--- src/rtl/wind_lights_n_pkg.sv ---
// Shared types for the runway wind-indicator light driver.
// Mode encoding matches the wind code so w can be cast straight to a mode.
package wind_lights_pkg;

  typedef enum logic [1:0] {
    MODE_CALM    = 2'b00,
    MODE_SWEEP_L = 2'b01,
    MODE_SWEEP_R = 2'b10,
    MODE_FLASH   = 2'b11
  } mode_e;

  typedef enum logic {
    PH_A = 1'b0,
    PH_B = 1'b1
  } phase_e;

  function automatic mode_e modeFromCode(input logic [1:0] code);
    return mode_e'(code);
  endfunction

endpackage

--- src/rtl/wind_lights_n_if.sv ---
// Switch/sensor inputs and lamp outputs of the wind-indicator driver.
// The master side drives w/speed/hold; the slave side is the light driver.
interface wind_lights_n_if #(
  parameter int N_LIGHTS = 5,
  parameter int DIV_W    = 8
);
  logic [1:0]          w;
  logic [DIV_W-1:0]    speed;
  logic                hold;
  logic [N_LIGHTS-1:0] out;
  logic                step_o;

  modport master (output w, speed, hold, input out, step_o);
  modport slave  (input w, speed, hold, output out, step_o);
endinterface

--- src/rtl/wind_lights_n_step_prescaler.sv ---
// Pattern-speed prescaler: emits a step every speed_i+1 cycles, frozen by hold_i.
module step_prescaler #(
  parameter int DIV_W = 8
) (
  input  logic             clk,
  input  logic             reset,
  input  logic [DIV_W-1:0] speed_i,
  input  logic             hold_i,
  output logic             step_o
);

  logic [DIV_W-1:0] cnt_q, cnt_d;

  // ">=" rather than "==" so a speed lowered below the running count steps at once
  assign step_o = !hold_i && (cnt_q >= speed_i);

  always_comb begin
    cnt_d = cnt_q;
    if (!hold_i) begin
      cnt_d = step_o ? '0 : cnt_q + 1'b1;
    end
  end

  always_ff @(posedge clk or posedge reset) begin
    if (reset) begin
      cnt_q <= '0;
    end else begin
      cnt_q <= cnt_d;
    end
  end

endmodule

--- src/rtl/wind_lights_n.sv ---
// Runway wind-indicator light driver: calm, sweep-left, sweep-right and flash
// patterns on N_LIGHTS lamps, advanced by a programmable step prescaler.
module wind_lights_n
  import wind_lights_pkg::*;
#(
  parameter int N_LIGHTS = 5,
  parameter int DIV_W    = 8
) (
  input  logic            clk,
  input  logic            reset,
  wind_lights_n_if.slave  bus
);

  localparam int                  C          = (N_LIGHTS - 1) / 2;
  localparam logic [N_LIGHTS-1:0] PAT_LSB    = {{(N_LIGHTS-1){1'b0}}, 1'b1};
  localparam logic [N_LIGHTS-1:0] PAT_MSB    = PAT_LSB << (N_LIGHTS - 1);
  localparam logic [N_LIGHTS-1:0] PAT_CENTRE = PAT_LSB << C;
  localparam logic [N_LIGHTS-1:0] PAT_EDGES  = PAT_LSB | PAT_MSB;

  logic                stepPulse;
  mode_e               mode_q, mode_d;
  phase_e              phase_q;
  logic [N_LIGHTS-1:0] out_q;
  logic                step_q;

  step_prescaler #(.DIV_W(DIV_W)) u_prescaler (
    .clk     (clk),
    .reset   (reset),
    .speed_i (bus.speed),
    .hold_i  (bus.hold),
    .step_o  (stepPulse)
  );

  assign mode_d = modeFromCode(bus.w);

  // A step with a changed wind code loads the new mode's entry pattern instead of advancing
  always_ff @(posedge clk or posedge reset) begin
    if (reset) begin
      mode_q  <= MODE_CALM;
      phase_q <= PH_A;
      out_q   <= PAT_CENTRE;
      step_q  <= 1'b0;
    end else begin
      step_q <= stepPulse;
      if (stepPulse) begin
        mode_q <= mode_d;
        if (mode_d != mode_q) begin
          phase_q <= PH_A;
          case (mode_d)
            MODE_CALM:    out_q <= PAT_CENTRE;
            MODE_SWEEP_L: out_q <= PAT_LSB;
            MODE_SWEEP_R: out_q <= PAT_MSB;
            MODE_FLASH:   out_q <= '1;
            default:      out_q <= PAT_CENTRE;
          endcase
        end else begin
          case (mode_q)
            MODE_CALM: begin
              phase_q <= (phase_q == PH_A) ? PH_B : PH_A;
              out_q   <= (phase_q == PH_A) ? PAT_EDGES : PAT_CENTRE;
            end
            MODE_SWEEP_L: out_q <= {out_q[N_LIGHTS-2:0], out_q[N_LIGHTS-1]};
            MODE_SWEEP_R: out_q <= {out_q[0], out_q[N_LIGHTS-1:1]};
            MODE_FLASH:   out_q <= (out_q == '0) ? '1 : '0;
            default:      out_q <= PAT_CENTRE;
          endcase
        end
      end
    end
  end

  assign bus.out    = out_q;
  assign bus.step_o = step_q;

endmodule

--- src/flat_wrapper.sv ---
// flat-port wrapper written by rule: the top's interface ports become plain ports
module wind_lights_n_flat import wind_lights_pkg::*;
#(
  parameter int N_LIGHTS = 5,
  parameter int DIV_W    = 8
)
  (clk, reset, bus_w, bus_speed, bus_hold, bus_out, bus_step_o);
  wind_lights_n_if #(.N_LIGHTS(N_LIGHTS), .DIV_W(DIV_W)) bus_i ();
  input  logic clk;
  input  logic reset;
  input wire logic [$bits(bus_i.w)-1:0] bus_w;
  input wire logic [$bits(bus_i.speed)-1:0] bus_speed;
  input wire logic [$bits(bus_i.hold)-1:0] bus_hold;
  output wire logic [$bits(bus_i.out)-1:0] bus_out;
  output wire logic [$bits(bus_i.step_o)-1:0] bus_step_o;
  assign bus_i.w = bus_w;
  assign bus_i.speed = bus_speed;
  assign bus_i.hold = bus_hold;
  assign bus_out = bus_i.out;
  assign bus_step_o = bus_i.step_o;
  wind_lights_n #(.N_LIGHTS(N_LIGHTS), .DIV_W(DIV_W)) u_core (.clk(clk), .reset(reset), .bus(bus_i));
endmodule
--- config.mk ---
export PLATFORM = sky130hd
export DESIGN_NAME = wind_lights_n_flat
export DESIGN_NICKNAME = d
export VERILOG_FILES = /design/src/rtl/wind_lights_n_pkg.sv /design/src/rtl/wind_lights_n_if.sv /design/src/rtl/wind_lights_n_step_prescaler.sv /design/src/rtl/wind_lights_n.sv /design/src/flat_wrapper.sv
export SDC_FILE = /design/constraint.sdc
export NUM_CORES = 1
export LEC_CHECK = 0
export CELL_PAD_IN_SITES_DETAIL_PLACEMENT = 1
export CELL_PAD_IN_SITES_GLOBAL_PLACEMENT = 1
export CORE_MARGIN = 2
export CORE_UTILIZATION = 41
export CTS_CLUSTER_SIZE = 8
export DETAILED_ROUTE_END_ITERATION = 10
export PLACE_DENSITY = 0.88
export SETUP_SLACK_MARGIN = 0.1
export SYNTH_ARGS = -nofsm -noshare
export SYNTH_HDL_FRONTEND = slang
export SYNTH_HIERARCHICAL = 1
export SYNTH_SLANG_ARGS = --single-unit
export TNS_END_PERCENT = 5
--- constraint.sdc ---
create_clock -name clk -period 3.07 [get_ports clk]
set_input_delay 0.4605 -clock clk [delete_from_list [all_inputs] [get_ports clk]]
set_output_delay 0.4605 -clock clk [all_outputs]
set_load 0.03 [all_outputs]
==> impl_metrics.env <==
export IMPL_critPathRequiredTime_ps=3250
export IMPL_vias=1064
export IMPL_synth_warning_count=6
export IMPL_viasPerCell=5.690
export IMPL_r2r_end="u_core/bus.out[4]"
export IMPL_synthFlopType="dfrtp_1"
export IMPL_dr_first_iter_drc_count=49
export IMPL_critical_path_arrival_ps=2810
export IMPL_synth_area_leader_cell="dfrtp_1"
export IMPL_seq_area_frac_synth_pct=33.30
export IMPL_diodes=0
export IMPL_fmax_mhz=380.4
export IMPL_drv_cap=0
export IMPL_reg2reg_from="u_core/u_prescaler/cnt_q[5]"
export IMPL_setup_violations=0
export IMPL_die_y_um=59.90
export IMPL_routabilityCongestion=0.8711
export IMPL_fin_skew_ps=3.299
export IMPL_portBuffers=18
export IMPL_grt_pass1_vias=1161
export IMPL_rows=20
export IMPL_crit_path_end_kind="register"
export IMPL_cts_resized=0
export IMPL_hold_buffers=0
export IMPL_die_w_um=59.90
export IMPL_start_util_pct=42.67
export IMPL_nFillCells=352
export IMPL_tritoncts="yes"
export IMPL_path_clk_slew_ps=90
export IMPL_cp_start_kind="input port"
export IMPL_p_per_area_nw_per_um2=699.3
export IMPL_synth_seq_cells=17
export IMPL_drc=0
export IMPL_synth_distinct_cells=48
export IMPL_wl_per_cell_um=15.74
export IMPL_grt_max_degree=14
export IMPL_fin_crit_ps=2629
export IMPL_final_max_slew_viol_count=0
export IMPL_synthArstFlopShare_pct=100.0
export IMPL_setup_tns_ps=0
export IMPL_antenna_found_initial=0
export IMPL_gr_total_overflow=0
export IMPL_grt_pass1_wl_um=5271
export IMPL_avgSynthCellArea_um2=9.561
export IMPL_cts_setup_buffers=0
export IMPL_insertion_delay_ps=290
export IMPL_reg2reg_depth=6
export IMPL_status="finished clean"
export IMPL_final_seq_area_um2=426.7
export IMPL_hold_viol=0
export IMPL_fin_nets=182
export IMPL_antenna_left=0
export IMPL_irDropWorstVdd_mv=0.3214
export IMPL_core_um2=3003
export IMPL_multi_input_area_um2=760.7
export IMPL_cts_buffers=3
export IMPL_drive_above_1_share_pct=13.64
export IMPL_relSlewSlack_pct=68.87
export IMPL_syn_area_um2=1281
export IMPL_dr_pass1_iters=4
export IMPL_syn_inst=134
export IMPL_cts_sinks=17
export IMPL_hp_class="input port to asynchronous set/reset pin"
export IMPL_worstPathMaxFanout=7
export IMPL_synth_top_cell_area_share_pct=31.25
export IMPL_critPathKind="input port to register"
export IMPL_power_mw=1.061
export IMPL_rsz0062_at_grt="no"
export IMPL_r2r_slack_ps=640
export IMPL_area_growth_pct=18.46
export IMPL_htreeDepth=1
export IMPL_tightest_slew_ps=464.2
export IMPL_synth_nets=161
export IMPL_ys_top_cells_by_count="dfrtp_1 (16), inv_1 (16), ha_1 (14)"
export IMPL_cts_root_buf="clkbuf_4"
export IMPL_power_leakage_nw=0.7071
export IMPL_dp_hpwl_um=2447
export IMPL_yosys_top_cells_area="dfrtp_1 (31%), ha_1 (14%), inv_1 (4.7%)"
export IMPL_dieArea_um2=3588
export IMPL_ioPinCount=19
export IMPL_totalWireLength_um=2943
export IMPL_grt_use_total_pct=19.53
export IMPL_cts_buffer_depth=2
export IMPL_min_period_over_period_pct=85.63
export IMPL_synth_edff_count=0
-- state kept, by name, summed over array words and instances (netlist names) --
name                      flops
u_core/bus.out                5
u_core/bus.step_o             1
u_core/mode_q                 2
u_core/phase_q                1
u_core/u_prescaler/cnt_q      8
-- metal layers --
layer  up-vias  share of wire (%)  wire length [µm]  GRT usage, %
li1        511                  -                 -             -
met1       534                 45              1331         24.57
met2        17                 51              1496         33.70
met3         2                3.3                98         4.762
met4         0               0.54                16         4.127
met5         -                  0                 0             0
-- cell type report --
type	instances	share of cell area (%)
multi-input cells	96	50.12
well taps	33	2.721
flip-flops and latches	17	28.11
repair buffers	21	13.36
inverters	16	3.957
clock buffers	4	1.731
-- power by group --
group / leakage (nW) / switching, mW / internal (mW) / total (mW)
logic: 0.474 / 0.263 / 0.246 / 0.509
clock network: 0.0150 / 0.0662 / 0.0505 / 0.117
registers: 0.218 / 0.127 / 0.308 / 0.435
-- through the flow --
stage                     instances  hold slack, ps  area, µm²  setup slack [ps]  utilization, %
after floorplan                 134           276.2       1281             837.1               -
after detailed placement        183           545.7       1491             165.9           49.67
after CTS                       187           446.1       1518             481.3           50.54
after global placement          183           519.8       1491             308.3           49.67
after global routing            187           466.1       1518             309.1           50.54
final                           187           446.3       1518             441.3           50.54
-- cells by family (layout without fill, tap and decap cells) --
kind of cell | count (synthesis) | in the layout | share of synthesized area (%)
buf+inv | 21 | 41 | 7.324
compound gates | 32 | 32 | 20.31
mux | 2 | 2 | 1.758
fa+ha+maj | 14 | 14 | 13.67
simple gates | 41 | 41 | 18.85
xor+xnor | 7 | 7 | 4.785
flops | 17 | 17 | 33.30
-- worst max path at each step --
| stage | start | endpoint | slack [ps] |
|---|---|---|---|
| 2_1_floorplan | bus_speed[6] | u_core/bus.out[4] | 840 |
| 3_3_place_gp | bus_speed[6] | u_core/bus.out[4] | 310 |
| 3_5_place_dp | bus_speed[5] | u_core/bus.out[4] | 170 |
| 4_1_cts | bus_speed[5] | u_core/bus.out[4] | 480 |
| 5_1_grt | bus_speed[5] | u_core/bus.out[4] | 310 |
| 6_report | bus_speed[5] | u_core/bus.out[4] | 440 |
-- critical path: stages --
cell	delay, ps
clkdlybuf4s50_1	450
inv_1	40
ha_1	290
nand4_1	120
o31ai_2	480
and2_1	340
or4b_1	490
o221a_2	140
-- layout by cell type, fill, tap and decap left out, drive strengths merged, types with 3 or more instances in the layout --
cell | netlist | layout
clkdlybuf4s50 | 0 | 18
inv | 16 | 16
dfrtp | 16 | 16
ha | 14 | 14
nand2 | 10 | 10
nor2 | 9 | 9
o21ai | 7 | 7
xor2 | 4 | 4
clkbuf | 0 | 4
a21oi | 4 | 4
a2bb2oi | 3 | 3
xnor2 | 3 | 3
buf | 5 | 3
(Power assumes the default switching activity.)
